--- src/rtl/rob_if.sv ---
// Reorder buffer port bundle: dispatch handshake, completion tags, retire
// outputs and occupancy status.
interface rob_if #(
    parameter int TAG_W = 4
);
    logic             dispatch_valid;
    logic             dispatch_has_rd;
    logic [4:0]       dispatch_rd;
    logic [5:0]       dispatch_phys_rd;
    logic [5:0]       dispatch_old_phys_rd;
    logic             dispatch_ready;
    logic [TAG_W-1:0] dispatch_tag;
    logic             complete_valid;
    logic [TAG_W-1:0] complete_tag;
    logic             retire_valid;
    logic [5:0]       retire_phys_reg;
    logic [4:0]       retire_arch_reg;
    logic [5:0]       retire_new_phys;
    logic             retire_inst;
    logic [TAG_W:0]   rob_count;
    logic             rob_empty;
    logic             rob_full;

    // Rename/issue/execute side: drives dispatch and completion.
    modport master (
        output dispatch_valid, dispatch_has_rd, dispatch_rd,
               dispatch_phys_rd, dispatch_old_phys_rd,
               complete_valid, complete_tag,
        input  dispatch_ready, dispatch_tag,
               retire_valid, retire_phys_reg, retire_arch_reg,
               retire_new_phys, retire_inst,
               rob_count, rob_empty, rob_full
    );

    // Reorder buffer side.
    modport slave (
        input  dispatch_valid, dispatch_has_rd, dispatch_rd,
               dispatch_phys_rd, dispatch_old_phys_rd,
               complete_valid, complete_tag,
        output dispatch_ready, dispatch_tag,
               retire_valid, retire_phys_reg, retire_arch_reg,
               retire_new_phys, retire_inst,
               rob_count, rob_empty, rob_full
    );
endinterface

--- src/rtl/reorder_buffer.sv ---
// In-order retirement queue. Entries are written at the tail in program
// order, marked done by out-of-order completion tags, and retired from the
// head one per cycle. Retire outputs are registered so the rename unit can
// sample them on its falling edge.
module reorder_buffer #(
    parameter int DEPTH = 16,
    parameter int TAG_W = 4
) (
    input  logic  clk,
    input  logic  reset_n,
    rob_if.slave  rob
);

    // Pointer increment; DEPTH is a power of two so the natural overflow of
    // a TAG_W-bit value is the modulo-DEPTH wrap.
    function automatic logic [TAG_W-1:0] ptr_inc(input logic [TAG_W-1:0] p);
        return p + TAG_W'(1);
    endfunction

    // Per-entry state
    logic [DEPTH-1:0] valid_r;
    logic [DEPTH-1:0] done_r;
    logic [DEPTH-1:0] has_rd_r;
    logic [4:0]       rd_r       [DEPTH];
    logic [5:0]       phys_r     [DEPTH];
    logic [5:0]       old_phys_r [DEPTH];

    // Pointers and occupancy
    logic [TAG_W-1:0] head_r;
    logic [TAG_W-1:0] tail_r;
    logic [TAG_W:0]   count_r;

    // Registered retire outputs
    logic             retire_valid_r;
    logic             retire_inst_r;
    logic [5:0]       retire_phys_reg_r;
    logic [4:0]       retire_arch_reg_r;
    logic [5:0]       retire_new_phys_r;

    // Decoded events for this cycle
    logic full_s;
    logic empty_s;
    logic dispatch_fire_s;
    logic complete_fire_s;
    logic retire_fire_s;

    // Decode occupancy and the three per-cycle events from pre-edge state.
    // Readiness deliberately ignores a same-cycle retire.
    always_comb begin
        full_s          = (count_r == (TAG_W+1)'(DEPTH));
        empty_s         = (count_r == (TAG_W+1)'(0));
        dispatch_fire_s = rob.dispatch_valid && !full_s;
        complete_fire_s = rob.complete_valid && valid_r[rob.complete_tag];
        retire_fire_s   = valid_r[head_r] && done_r[head_r];
    end

    // Entry array: completion sets done, retire clears the head, dispatch
    // writes the tail. Retire clears after a same-cycle completion of the
    // head so the slot is left clean; dispatch never targets the head slot
    // while it is valid because that would require the queue to be full.
    always_ff @(posedge clk or negedge reset_n) begin
        if (!reset_n) begin
            valid_r  <= {DEPTH{1'b0}};
            done_r   <= {DEPTH{1'b0}};
            has_rd_r <= {DEPTH{1'b0}};
            for (int i = 0; i < DEPTH; i++) begin
                rd_r[i]       <= 5'd0;
                phys_r[i]     <= 6'd0;
                old_phys_r[i] <= 6'd0;
            end
        end else begin
            if (complete_fire_s) begin
                done_r[rob.complete_tag] <= 1'b1;
            end
            if (retire_fire_s) begin
                valid_r[head_r] <= 1'b0;
                done_r[head_r]  <= 1'b0;
            end
            if (dispatch_fire_s) begin
                valid_r[tail_r]    <= 1'b1;
                done_r[tail_r]     <= 1'b0;
                has_rd_r[tail_r]   <= rob.dispatch_has_rd;
                rd_r[tail_r]       <= rob.dispatch_rd;
                phys_r[tail_r]     <= rob.dispatch_phys_rd;
                old_phys_r[tail_r] <= rob.dispatch_old_phys_rd;
            end
        end
    end

    // Head/tail pointers and entry count.
    always_ff @(posedge clk or negedge reset_n) begin
        if (!reset_n) begin
            head_r  <= {TAG_W{1'b0}};
            tail_r  <= {TAG_W{1'b0}};
            count_r <= {(TAG_W+1){1'b0}};
        end else begin
            if (dispatch_fire_s) begin
                tail_r <= ptr_inc(tail_r);
            end
            if (retire_fire_s) begin
                head_r <= ptr_inc(head_r);
            end
            case ({dispatch_fire_s, retire_fire_s})
                2'b10:   count_r <= count_r + (TAG_W+1)'(1);
                2'b01:   count_r <= count_r - (TAG_W+1)'(1);
                default: count_r <= count_r;
            endcase
        end
    end

    // Retire outputs: one-cycle pulses, data loaded on retire and held
    // otherwise so the free list sees a stable value.
    always_ff @(posedge clk or negedge reset_n) begin
        if (!reset_n) begin
            retire_valid_r    <= 1'b0;
            retire_inst_r     <= 1'b0;
            retire_phys_reg_r <= 6'd0;
            retire_arch_reg_r <= 5'd0;
            retire_new_phys_r <= 6'd0;
        end else if (retire_fire_s) begin
            retire_valid_r    <= has_rd_r[head_r];
            retire_inst_r     <= 1'b1;
            retire_phys_reg_r <= old_phys_r[head_r];
            retire_arch_reg_r <= rd_r[head_r];
            retire_new_phys_r <= phys_r[head_r];
        end else begin
            retire_valid_r <= 1'b0;
            retire_inst_r  <= 1'b0;
        end
    end

    assign rob.dispatch_ready  = !full_s;
    assign rob.dispatch_tag    = tail_r;
    assign rob.rob_count       = count_r;
    assign rob.rob_empty       = empty_s;
    assign rob.rob_full        = full_s;
    assign rob.retire_valid    = retire_valid_r;
    assign rob.retire_inst     = retire_inst_r;
    assign rob.retire_phys_reg = retire_phys_reg_r;
    assign rob.retire_arch_reg = retire_arch_reg_r;
    assign rob.retire_new_phys = retire_new_phys_r;

endmodule

--- src/flat_wrapper.sv ---
// flat-port wrapper written by rule: the top's interface ports become plain ports
module reorder_buffer_flat 
#(
    parameter int DEPTH = 16,
    parameter int TAG_W = 4
)
  (clk, reset_n, rob_dispatch_valid, rob_dispatch_has_rd, rob_dispatch_rd, rob_dispatch_phys_rd, rob_dispatch_old_phys_rd, rob_complete_valid, rob_complete_tag, rob_dispatch_ready, rob_dispatch_tag, rob_retire_valid, rob_retire_phys_reg, rob_retire_arch_reg, rob_retire_new_phys, rob_retire_inst, rob_rob_count, rob_rob_empty, rob_rob_full);
  rob_if #(.TAG_W(TAG_W)) rob_i ();
  input  logic clk;
  input  logic reset_n;
  input wire logic [$bits(rob_i.dispatch_valid)-1:0] rob_dispatch_valid;
  input wire logic [$bits(rob_i.dispatch_has_rd)-1:0] rob_dispatch_has_rd;
  input wire logic [$bits(rob_i.dispatch_rd)-1:0] rob_dispatch_rd;
  input wire logic [$bits(rob_i.dispatch_phys_rd)-1:0] rob_dispatch_phys_rd;
  input wire logic [$bits(rob_i.dispatch_old_phys_rd)-1:0] rob_dispatch_old_phys_rd;
  input wire logic [$bits(rob_i.complete_valid)-1:0] rob_complete_valid;
  input wire logic [$bits(rob_i.complete_tag)-1:0] rob_complete_tag;
  output wire logic [$bits(rob_i.dispatch_ready)-1:0] rob_dispatch_ready;
  output wire logic [$bits(rob_i.dispatch_tag)-1:0] rob_dispatch_tag;
  output wire logic [$bits(rob_i.retire_valid)-1:0] rob_retire_valid;
  output wire logic [$bits(rob_i.retire_phys_reg)-1:0] rob_retire_phys_reg;
  output wire logic [$bits(rob_i.retire_arch_reg)-1:0] rob_retire_arch_reg;
  output wire logic [$bits(rob_i.retire_new_phys)-1:0] rob_retire_new_phys;
  output wire logic [$bits(rob_i.retire_inst)-1:0] rob_retire_inst;
  output wire logic [$bits(rob_i.rob_count)-1:0] rob_rob_count;
  output wire logic [$bits(rob_i.rob_empty)-1:0] rob_rob_empty;
  output wire logic [$bits(rob_i.rob_full)-1:0] rob_rob_full;
  assign rob_i.dispatch_valid = rob_dispatch_valid;
  assign rob_i.dispatch_has_rd = rob_dispatch_has_rd;
  assign rob_i.dispatch_rd = rob_dispatch_rd;
  assign rob_i.dispatch_phys_rd = rob_dispatch_phys_rd;
  assign rob_i.dispatch_old_phys_rd = rob_dispatch_old_phys_rd;
  assign rob_i.complete_valid = rob_complete_valid;
  assign rob_i.complete_tag = rob_complete_tag;
  assign rob_dispatch_ready = rob_i.dispatch_ready;
  assign rob_dispatch_tag = rob_i.dispatch_tag;
  assign rob_retire_valid = rob_i.retire_valid;
  assign rob_retire_phys_reg = rob_i.retire_phys_reg;
  assign rob_retire_arch_reg = rob_i.retire_arch_reg;
  assign rob_retire_new_phys = rob_i.retire_new_phys;
  assign rob_retire_inst = rob_i.retire_inst;
  assign rob_rob_count = rob_i.rob_count;
  assign rob_rob_empty = rob_i.rob_empty;
  assign rob_rob_full = rob_i.rob_full;
  reorder_buffer #(.DEPTH(DEPTH), .TAG_W(TAG_W)) u_core (.clk(clk), .reset_n(reset_n), .rob(rob_i));
endmodule
--- config.mk ---
export PLATFORM = sky130hd
export DESIGN_NAME = reorder_buffer_flat
export DESIGN_NICKNAME = d
export VERILOG_FILES = /design/src/rtl/rob_if.sv /design/src/rtl/reorder_buffer.sv /design/src/flat_wrapper.sv
export SDC_FILE = /design/constraint.sdc
export NUM_CORES = 1
export LEC_CHECK = 0
export CORE_ASPECT_RATIO = 0.9
export CORE_MARGIN = 4
export CORE_UTILIZATION = 30
export CTS_CLUSTER_DIAMETER = 30
export DETAILED_ROUTE_END_ITERATION = 16
export PLACE_DENSITY = 0.42
export SLEW_MARGIN = 20
export SYNTH_ARGS = -nofsm -noshare
export SYNTH_HDL_FRONTEND = slang
export SYNTH_SLANG_ARGS = --single-unit
--- constraint.sdc ---
create_clock -name clk -period 8.7 [get_ports clk]
set_clock_uncertainty 0.15 [all_clocks]
set_input_delay 1.74 -clock clk [delete_from_list [all_inputs] [get_ports clk]]
set_output_delay 1.74 -clock clk [all_outputs]
set_load 0.01 [all_outputs]
# Yosys cells after proc, flatten, opt, wreduce, memory -nomap -nowiden
# Cells that the tools add are included.
# W data, S select, Z words.
# totals
reg_bits	352
memories	0
ram_bits	0
rom_bits	0
out_inout_bits	31
inputBits	26
latch_bits	0
# op_classes
eq_ne	3
bitwise	9
mux	39
div	0
n_reduce_logical	10
shifts	0
magnitude_cmp	9
addsub	4
mul	0
# ops
operator	n
$bwmux W96	2
$bwmux W80	1
$mux W16	5
$and A16 B16 Y16	3
$bmux W6 S4	2
$not A16 Y16	2
$or A16 B16 Y16	2
$mux W6	5
$demux W6 S4	1
$bmux W5 S4	1
$demux W5 S4	1
$bmux W1 S4	4
$bwmux W16	1
$lt A4 B5 Y1 const B	3
$mux W5	3
$demux W1 S4	3
$ge A4 B1 Y1 const B	3
$ge A5 B5 Y1 const B	2
$not A4 Y5	2
$pmux W5 S2	1
$mux W1	9
$add A4 B1 Y4 const B	2
$logic_and A1 B1 Y1	7
$add A5 B1 Y5 const B	1
other kinds (8)	8

# Logic depth before layout (Yosys ltp)
# Gate-level depths: netlist of the first run.
# logic_depth
word_depth	10
mapped_depth	16
mapped_depth_nobuf	12

# Worst setup path after synthesis of the first run
# Ideal clock, no wire load.
# synth_timing
path_type	input port to flip-flop
startpoint	input rob_dispatch_valid
endpoint	register u_core.count_r[4], in the netlist u_core.rob.rob_count[4]
setup_time_ns	0.127
path_buffers	2
setup_slack_ns	4.685
cell_stages	12
t_arrival_ns	3.737
cell_sequence	a21boi_1 -> clkbuf_1 -> inv_1 -> ha_1 -> clkbuf_1 -> xor2_1 -> ha_1 -> o21a_1 -> o21ai_0 -> o21bai_1 -> mux2i_1 -> xnor2_1
# synth_between
elab_chain_len	3
elab_cells_between_ends	5
# synth_rtl
element	line_no	text
start, declared	flat_wrapper.sv:11	input wire logic [$bits(rob_i.dispatch_valid)-1:0] rob_dispatch_valid;
$logic_and A1 B1 Y1 (*)	reorder_buffer.sv:52	dispatch_fire_s = rob.dispatch_valid && !full_s;
$eq A2 B1 Y1 or $eq A2 B2 Y1 (tied branches)	reorder_buffer.sv:103	case ({dispatch_fire_s, retire_fire_s})
$pmux W5 S2 or $reduce_bool A2 Y1 (tied branches)	--	
end signal, assigned	reorder_buffer.sv:104	2'b10: count_r <= count_r + (TAG_W+1)'(1);
end signal, assigned	reorder_buffer.sv:105	2'b01: count_r <= count_r - (TAG_W+1)'(1);
end signal, assigned	reorder_buffer.sv:106	default: count_r <= count_r;
end, declared	reorder_buffer.sv:31	logic [TAG_W:0] count_r;
# Mark *: on every way between the ends. The rest lies on a longest branch, timed or not.
# A chain may end at the register's enable or synchronous reset.

# Final worst setup path of the first run
# layout_timing
startpoint	register u_core.head_r[1]
endpoint	register u_core.count_r[4], in the netlist u_core.rob.rob_count[4]
# layout_between
elab_chain_len	5
elab_cells_between_ends	9
# layout_rtl
element	line_no	text
start, declared	reorder_buffer.sv:29	logic [TAG_W-1:0] head_r;
start signal, assigned	reorder_buffer.sv:93	head_r <= {TAG_W{1'b0}};
start signal, assigned	reorder_buffer.sv:101	head_r <= ptr_inc(head_r);
$bmux W1 S4	reorder_buffer.sv:54	retire_fire_s = valid_r[head_r] && done_r[head_r];
$mux W1 (implied by the code)	reorder_buffer.sv:54	
$logic_and A1 B1 Y1 (*)	reorder_buffer.sv:54	
$eq A2 B1 Y1 or $eq A2 B2 Y1 (tied branches)	reorder_buffer.sv:103	
$pmux W5 S2 or $reduce_bool A2 Y1 (tied branches)	--	
# Mark *: on every way between the ends. The rest lies on a longest branch, timed or not. The select of a mux whose other input is x is not followed.

==> results.cfg, run 1 <==
[placement]
dp.cells = 1734
dp.final_hpwl_mm = 23.71
place_area_mm2 = 0.01748
io_buffers = 56
dp_worst_setup_slack_ns = 3.424
finalWeightedCongestion = 0.7501

[setup_path]
critical_path_class = flop to flop
critPathRequiredTime_ns = 9.05
worstPathCellList = buf_4 > mux2i_1 > o32ai_1 > buf_4 > nor4_4 > nor2_4 > ha_1 > xor2_1 > ha_1 > o21a_1 > o21ai_0 > o21bai_1 > mux2i_1 > xnor2_1
crit_arrival_ns = 4.82
cpPeakStageDelay_ns = 0.87
startpoint_type = flop
crit_fanout = 48
endpoint_kind = flop
critical-path-slowest-cell = dfrtp_4

[detailed_routing]
vias_per_cell = 4.951
drtPass1Iterations = 4
vias = 9496
wirelength_mm = 44.14
drc = 0
drt-initial-drc-count = 453
ant_nets = 0
wl_per_cell_um = 23.01

[clock_network]
clk_latency_ns = 0.61
cts_buffer_depth = 3
post_cts_buffers = 0
hold_buffers = 0
postCtsResizedCells = 0
htree_num_levels = 3
root_buffer = clkbuf_16
cts_tree = done
cts_buffers = 99
clk_pin_slew_ns = 0.04
clkSinkCount = 352

[die]
rows = 80
core_area_mm2 = 0.05335
io_pins = 57
die_x_um = 253.5
start_util_pct = 30.51
die_h_um = 229.0
fp.dieArea_mm2 = 0.05805

[sta]
relSlewSlack_pct = 27.74
max_freq_mhz = 224.1
holdWs_ns = 0.3452
finalCriticalPeriod_ns = 4.463
hold_viol = 0
post-route-period-util_pct = 51.29
drv_slew = 0
tns_ns = 0
worst_slack_ns = 4.237
worst_pin_slew_ns = 1.084
finalSetupViolations = 0
rsz0062_at_grt = false

[global_route]
antenna_found_initial = 1
grt_pass1_vias = 10370
grt-ovfl-total = 0
grt_use_total_pct = 15.48
grt_pass1_wl_mm = 67.46
grt_max_degree = 150

[cells_and_area]
largest_registers = u_core.old_phys_r: 96 flops, u_core.phys_r: 96 flops, u_core.rd_r: 80 flops
antennaDiodeCount = 0
multi_input_comb_area_mm2 = 0.006999
layout-area-overhead-vs-synth_pct = 29.08
final_area_mm2 = 0.02101
finalNonFillerCells = 1918
fillers = 4956
drive_gt1_share_pct = 49.80
nets = 1178
register_area_mm2 = 0.008818

[logic_synthesis]
syn-num-nets = 1085
synth_top_family_by_area = multiplexers
synth_edf_count = 0
avgSynthCellArea_um2 = 15.55
ys_types = 48
ys_warn_count = 0
synth_mux_area_share_pct = 35.99
synth_async_sr_flop_share_pct = 100.0
synth_fa_ha_area_share_pct = 0.9224
synthCells = 1047
synth_compound_area_share_pct = 2.437
syn_area_mm2 = 0.01628
synth_flop_cell = dfrtp_1
seq_area_frac_synth_pct = 54.12
synth-xor-area-share_pct = 0.5381
synth_seq_cells = 352
synth_simple_gate_area_share_pct = 3.075

[outcome]
status = completed

[power]
power_density_mw_per_mm2 = 458.2
vdd_drop_max_mv = 0.1702
power.leakage_uw = 0.009053

[flow_run]
cap_violations = 0

[hold_path]
holdCritPathClass = flop to flop
[cell type report]
class / instances / area share (%)
Sequential cell: 352 / 41.97
Clock buffer: 141 / 13.69
Multi-Input combinational cell: 592 / 33.31
Clock inverter: 41 / 3.013
Inverter: 18 / 0.3216
Tap cell: 697 / 4.151
Timing Repair Buffer: 77 / 3.537
[per-stage QoR]
| step | utilization (%) | power, uW |
|---|---|---|
| 6_report | 39.38 | 9628 |
| 5_1_grt | 39.38 | 10160 |
| 4_1_cts | 39.34 | 9784 |
| 3_5_place_dp | 32.76 | 5957 |
| 3_3_place_gp | 32.76 | 5919 |
| 2_1_floorplan | - | 5065 |
[where the power goes]
group / total (uW) / switching, uW / leakage (uW) / internal [uW]
clock network: 3750 / 1020 / 0.00172 / 2730
logic: 2880 / 1140 / 0.00301 / 1740
registers: 3000 / 567 / 0.00432 / 2430
total: 9630 / 2730 / 0.00905 / 6900
[final timing paths]
kind	end	start	depth (start not counted)	slack [ns]
max	u_core.rob.rob_count[4]$_DFFE_PN0P_	u_core.head_r[1]$_DFFE_PN0N_	14	4.24
min	u_core.rd_r[45]$_DFFE_PN0P_	u_core.rd_r[45]$_DFFE_PN0P_	1	0.35
max reg2reg	u_core.rob.rob_count[4]$_DFFE_PN0P_	u_core.head_r[1]$_DFFE_PN0N_	14	4.24
min reg2reg	u_core.rd_r[45]$_DFFE_PN0P_	u_core.rd_r[45]$_DFFE_PN0P_	1	0.35
max in group asynchronous	u_core.head_r[2]$_DFFE_PN0N_	reset_n	2	5.92
min in group asynchronous	u_core.rob.retire_inst$_DFF_PN0_	reset_n	1	1.00
[cell usage in the layout (no fill, tap or decap), drive strengths merged, types with 2 or more instances in the layout]
cell | Yosys | final
and3 | 2 | 2
o21ai | 13 | 13
or3b | 2 | 2
a21oi | 19 | 19
nand2 | 37 | 37
mux2 | 308 | 308
clkinv | 0 | 19
a211oi | 4 | 4
inv | 18 | 19
nand4 | 6 | 6
o22ai | 2 | 2
a221oi | 4 | 4
dfrtp | 352 | 352
mux4 | 100 | 100
o21bai | 5 | 5
a21o | 5 | 5
nor4 | 2 | 2
ha | 12 | 12
nor2b | 4 | 4
bufinv | 0 | 16
and2 | 5 | 5
nor3 | 5 | 5
mux2i | 7 | 7
xor2 | 4 | 4
buf | 44 | 22
and3b | 3 | 3
or3 | 3 | 3
clkbuf | 41 | 141
xnor2 | 6 | 6
clkdlybuf4s50 | 0 | 55
clkinvlp | 0 | 5
a31oi | 7 | 7
nor2 | 17 | 17
[cells by family after synthesis]
kind of cell,count (synthesis)
multiplexers,415
AO/OA/AOI/OAI,64
adder cells (fa/ha/maj),12
flip-flops,352
XOR/XNOR,10
AND/OR/NAND/NOR,91
buffers and inverters,103
[worst max-delay path: cells and delay by family (launching register included)]
| kind | cells | cell delay (ns) |
|---|---|---|
| and+or+nand+nor | 2 | 0.48 |
| adders and majority gates | 2 | 0.56 |
| DFF | 1 | 0.87 |
| xor gates and xnor gates | 2 | 0.33 |
| AOI/OAI and AO/OA | 4 | 0.51 |
| buffers and inverters | 2 | 0.96 |
| muxes | 2 | 0.46 |
[metal layers]
layer / wire length [um] / GRT usage, % / vias up
li1: - / - / 4131
met1: 21140 / 22.36 / 5092
met2: 20000 / 23.09 / 199
met3: 2095 / 3.789 / 74
met4: 907 / 4.688 / 0
met5: 0 / 0 / -
[cell usage after synthesis, types with 2 or more instances]
cell type / number / share of area (%)
o21bai_1: 5 / 0.23
inv_1: 18 / 0.42
ha_1: 12 / 0.92
mux2i_1: 7 / 0.43
a211oi_1: 4 / 0.18
o21ai_0: 13 / 0.40
nand2_1: 33 / 0.76
mux2_4: 17 / 1.6
nor2b_1: 4 / 0.15
nand2_2: 4 / 0.15
xor2_1: 4 / 0.22
o22ai_1: 2 / 0.077
a21oi_1: 19 / 0.58
buf_4: 3 / 0.14
nor3_1: 5 / 0.15
or3_1: 3 / 0.12
nand4_1: 6 / 0.23
or3b_2: 2 / 0.11
nor2_1: 16 / 0.37
and3b_1: 3 / 0.16
buf_6: 5 / 0.35
a21o_1: 5 / 0.23
mux4_2: 99 / 14
a221oi_1: 4 / 0.22
a31oi_1: 7 / 0.27
clkbuf_1: 41 / 0.95
buf_1: 4 / 0.092
dfrtp_1: 352 / 54
xnor2_1: 6 / 0.32
buf_2: 32 / 0.98
mux2_2: 291 / 20
and2_1: 5 / 0.19
Power figures use the tool's default switching activity.
==> inputs of run 2 (changes only) <==
clock period = 4.13 ns   (was 8.7 ns; I/O delays follow)
==> results.cfg, run 2 (same netlist as run 1, synthesis figures left out) <==
[outcome]
status = completed

[clock_network]
cts_buffer_depth = 3
cts_tree = done
clk_pin_slew_ns = 0.04
root_buffer = clkbuf_16
postCtsResizedCells = 0
cts_buffers = 99
clk_latency_ns = 0.61
clkSinkCount = 352
htree_num_levels = 3

[setup_path]
worstPathCellList = or3b_2 > o32ai_1 > nor4_4 > nor2_4 > ha_1 > xor2_1 > ha_1 > o21a_1 > o21ai_0 > o21bai_1 > mux2i_1 > xnor2_1
cpPeakStageDelay_ns = 0.60
critPathRequiredTime_ns = 4.50
cp_num_buf_inv = 0
cp_top_family = compound AO/OA/AOI/OAI gates
crit_fanout = 16
startpoint_type = flop
critical-path-slowest-cell = dfrtp_2
crit_arrival_ns = 3.99
critical_path_class = flop to flop
worst_path_most_repeated_cell = ha_1
endpoint_kind = flop

[placement]
dp.final_hpwl_mm = 25.34
io_buffers = 56
finalWeightedCongestion = 0.7570

[hold_path]
holdCritPathClass = flop to flop

[flow_run]
cap_violations = 0

[cells_and_area]
nets = 1200
final_cell_mix = 348 x dfrtp_1, 291 x mux2_2, 100 x clkbuf_16
largest_registers = u_core.old_phys_r: 96 flops, u_core.phys_r: 96 flops, u_core.rd_r: 80 flops
final_common_cell = dfrtp_1
fillers = 4914
layout-area-overhead-vs-synth_pct = 30.53
drive_gt1_share_pct = 50.81
antennaDiodeCount = 0

[detailed_routing]
wirelength_mm = 44.81
vias_per_cell = 4.963
drtPass1Iterations = 4
drc = 0
vias = 9623
ant_nets = 0
wl_per_cell_um = 23.11
drt-initial-drc-count = 471

[sta]
post-route-period-util_pct = 87.70
hold_viol = 0
finalSetupViolations = 0
rsz0062_at_grt = false
tns_ns = 0
relSlewSlack_pct = 36.42
drv_slew = 0
worst_pin_slew_ns = 0.9508
finalCriticalPeriod_ns = 3.622
max_freq_mhz = 276.1

[die]
rows = 80
fp.dieArea_mm2 = 0.05805
core_area_mm2 = 0.05335
start_util_pct = 30.51
die_h_um = 229.0
die_x_um = 253.5
io_pins = 57

[power]
switching_share_pct = 28.69
power.leakage_uw = 0.009182
power.switching_uw = 5851
vdd_drop_max_mv = 0.3524
p_int_uw = 14540
pwr-share-clk_pct = 38.6
pwr-share-seq_pct = 30.0
combPwrFrac_pct = 31.4
power_density_mw_per_mm2 = 959.9
finalPower_uw = 20390

[global_route]
grt_pass1_vias = 10490
antenna_found_initial = 0
grt-ovfl-total = 0
grt_max_degree = 99
grt_use_total_pct = 15.82
grt_pass1_wl_mm = 68.99
==> run 2: metrics by stage <==
step                worst slack [ns]  cell area (um2)  hold slack [ns]  std cells  util (%)
finish                        0.5080            21250           0.3433       1939     39.82
global route                  0.2116            21250           0.3519       1939     39.82
CTS                           0.4757            21250           0.3463       1939     39.82
detailed placement            0.5085            17740           0.3370       1757     33.25
global placement              0.5244            17740           0.3322       1757     33.25
floorplan                     0.6286            16280           0.3238       1047         -
==> run 2: area by class of cell <==
type | instances | area, um2 | area share, %
clock inverters | 44 | 646.9 | 3.045
multi-input cells | 592 | 6999 | 32.94
repair buffers | 99 | 991.0 | 4.664
inverters | 18 | 67.56 | 0.3180
clock buffers | 137 | 2851 | 13.42
flip-flops and latches | 352 | 8818 | 41.51
well taps | 697 | 872.1 | 4.105
==> run 2: layer usage <==
metal | share of wire [%] | global-route usage, % | vias to the layer above
met5 | 0 | 0 | -
met4 | 2.2 | 4.912 | 0
met3 | 4.1 | 3.676 | 81
met2 | 45 | 23.63 | 198
met1 | 48 | 22.93 | 5178
li1 | - | - | 4166
==> run 2: worst paths after layout <==
kind / from / end / slack, ns / cells after the start
min: u_core.phys_r[54]$_DFFE_PN0P_ / u_core.phys_r[54]$_DFFE_PN0P_ / 0.34 / 1
min reg2reg: u_core.phys_r[54]$_DFFE_PN0P_ / u_core.phys_r[54]$_DFFE_PN0P_ / 0.34 / 1
min in group asynchronous: reset_n / u_core.phys_r[6]$_DFFE_PN0P_ / 0.59 / 2
max in group asynchronous: reset_n / u_core.rob.retire_phys_reg[2]$_DFFE_PN0N_ / 2.28 / 3
max: u_core.head_r[2]$_DFFE_PN0N_ / u_core.rob.rob_count[4]$_DFFE_PN0P_ / 0.51 / 12
max reg2reg: u_core.head_r[2]$_DFFE_PN0N_ / u_core.rob.rob_count[4]$_DFFE_PN0P_ / 0.51 / 12
==> run 2: power by group through the flow <==
stage	combinational (uW)	sequential, uW	clock (uW)
floorplan	4910	5760	0
global placement	6450	6140	0
detailed placement	6510	6150	0
CTS	6540	6120	8060
global route	6920	6330	8250
finish	6400	6120	7870
==> run 2: timing repair <==
action,CTS,global route
hold endpoints to repair,38,0
buffers inserted,0,0
hold buffers,1,0
==> inputs of run 3 (changes only) <==
==> constraint.sdc (replaced) <==
create_clock -name clk -period 4.13 [get_ports clk]
set_clock_uncertainty 0.15 [all_clocks]
set_input_delay 0.413 -clock clk [delete_from_list [all_inputs] [get_ports clk]]
set_output_delay 0.413 -clock clk [all_outputs]
set_load 0.01 [all_outputs]
==> results.cfg, run 3 (same netlist as run 1, synthesis figures left out) <==
[setup_path]
worst_path_most_repeated_cell = ha_1
startpoint_type = flop
critical-path-slowest-cell = dfrtp_2
critical_path_class = flop to flop
cpPeakStageDelay_ns = 0.59
r2r_slack_ns = 0.55
worstPathCellList = or3b_2 > o22ai_1 > nor4_4 > nor2_4 > ha_1 > xor2_1 > ha_1 > o21a_1 > o21ai_0 > o21bai_1 > mux2i_1 > xnor2_1
crit_arrival_ns = 3.96
crit_fanout = 18
critPathRequiredTime_ns = 4.52
endpoint_kind = flop

[die]
start_util_pct = 30.51
die_x_um = 253.5
fp.dieArea_mm2 = 0.05805
die_h_um = 229.0
rows = 80
core_area_mm2 = 0.05335
io_pins = 57

[clock_network]
post_cts_buffers = 0
root_buffer = clkbuf_16
htree_num_levels = 3
cts_buffer_depth = 3
cts_tree = done
cts_buffers = 96
clkSinkCount = 352
clk_latency_ns = 0.62
clk_pin_slew_ns = 0.04

[cells_and_area]
nets = 1185
layout-area-overhead-vs-synth_pct = 29.44
drive_gt1_share_pct = 49.92
largest_registers = u_core.old_phys_r: 96 flops, u_core.phys_r: 96 flops, u_core.rd_r: 80 flops
final_cell_mix = 348 x dfrtp_1, 291 x mux2_2, 99 x mux4_2
fillers = 4938
final_common_cell = dfrtp_1
final_area_mm2 = 0.02107

[global_route]
antenna_found_initial = 0
grt_use_total_pct = 15.63
grt-ovfl-total = 0
grt_max_degree = 87
grt_pass1_wl_mm = 68.33
grt_pass1_vias = 10440

[sta]
hold_viol = 0
holdWs_ns = 0.2737
tns_ns = 0
finalSetupViolations = 0
post-route-period-util_pct = 86.61
drv_slew = 0
rsz0062_at_grt = false
max_freq_mhz = 279.6
relSlewSlack_pct = 39.28
worst_pin_slew_ns = 0.9081
finalCriticalPeriod_ns = 3.577

[flow_run]
cap_violations = 0

[detailed_routing]
wirelength_mm = 44.69
drtPass1Iterations = 5
ant_nets = 0
drc = 0
vias_per_cell = 5.000
wl_per_cell_um = 23.21
drt-initial-drc-count = 468
vias = 9630

[power]
power.leakage_uw = 0.009085
power_density_mw_per_mm2 = 954.2
vdd_drop_max_mv = 0.3361

[placement]
place_area_mm2 = 0.01766
dp.final_hpwl_mm = 25.74
io_buffers = 56
finalWeightedCongestion = 0.7552

[outcome]
status = completed

[hold_path]
holdCritPathClass = primary input to async pin
-- run 3: changes by cell type in the layout (fill, tap and decap cells not counted), sizes merged --
cell,change
clkbuf,-5
bufinv,-1
clkinv,+8
diode,+1
buf,-12
inv,-2
clkinvlp,-2
-- run 3: repair_timing --
action                                 CTS  global route
resized for setup                        0             0
endpoints found under the hold margin   81             0
hold buffers                             1             0
-- run 3: layout make-up --
class | count | area [um2] | share of cell area (%)
clock inverter | 47 | 698.2 | 3.314
clock buffer | 132 | 2698 | 12.80
sequential | 352 | 8818 | 41.86
tap | 697 | 872.1 | 4.139
antenna | 1 | 2.502 | 0.01188
multi-input combinational | 592 | 6999 | 33.22
inverter | 18 | 67.56 | 0.3207
timing repair buffer | 87 | 913.4 | 4.335
-- run 3: metal layers --
| metal | wire (um) | vias to the layer above | track usage, % |
|---|---|---|---|
| met4 | 912 | 0 | 4.671 |
| met5 | 0 | - | 0 |
| met3 | 1882 | 73 | 3.517 |
| li1 | - | 4125 | - |
| met2 | 20390 | 197 | 23.38 |
| met1 | 21510 | 5235 | 22.77 |
-- run 3: worst paths after layout --
check                                             start                                  end  cells after the start
setup / recovery           u_core.head_r[3]$_DFFE_PN0N_  u_core.rob.rob_count[4]$_DFFE_PN0P_                     12
hold / removal                                  reset_n        u_core.phys_r[18]$_DFFE_PN0P_                      2
setup reg to reg           u_core.head_r[3]$_DFFE_PN0N_  u_core.rob.rob_count[4]$_DFFE_PN0P_                     12
hold reg to reg            u_core.phys_r[2]$_DFFE_PN0P_         u_core.phys_r[2]$_DFFE_PN0P_                      1
max in group asynchronous                       reset_n     u_core.old_phys_r[5]$_DFFE_PN0P_                      3
min in group clk           u_core.phys_r[2]$_DFFE_PN0P_         u_core.phys_r[2]$_DFFE_PN0P_                      1
-- run 3: where the power goes --
part           total [uW]  internal, uW  switching (uW)
clock network        7640          5410            2230
registers            6090          5130             964
logic                6370          3700            2670
total               20100         14200            5870
-- run 3: critical path: cells and delay by family (launching register included) --
family | cells | cell delay [ns]
fa+ha+maj | 2 | 0.60
simple gates | 3 | 0.75
xor+xnor | 2 | 0.31
compound gates | 4 | 0.86
mux | 1 | 0.23
flops | 1 | 0.59
-- run 3: per-stage QoR --
stage	setup slack [ns]	total power [uW]	std cells	utilization (%)
after floorplan	0.6286	10670	1047	-
after global placement	0.5446	12530	1745	33.10
after detailed placement	0.5617	12610	1745	33.10
after CTS	0.5333	20400	1925	39.49
after global routing	0.3191	21200	1925	39.49
final	0.5530	20100	1926	39.49
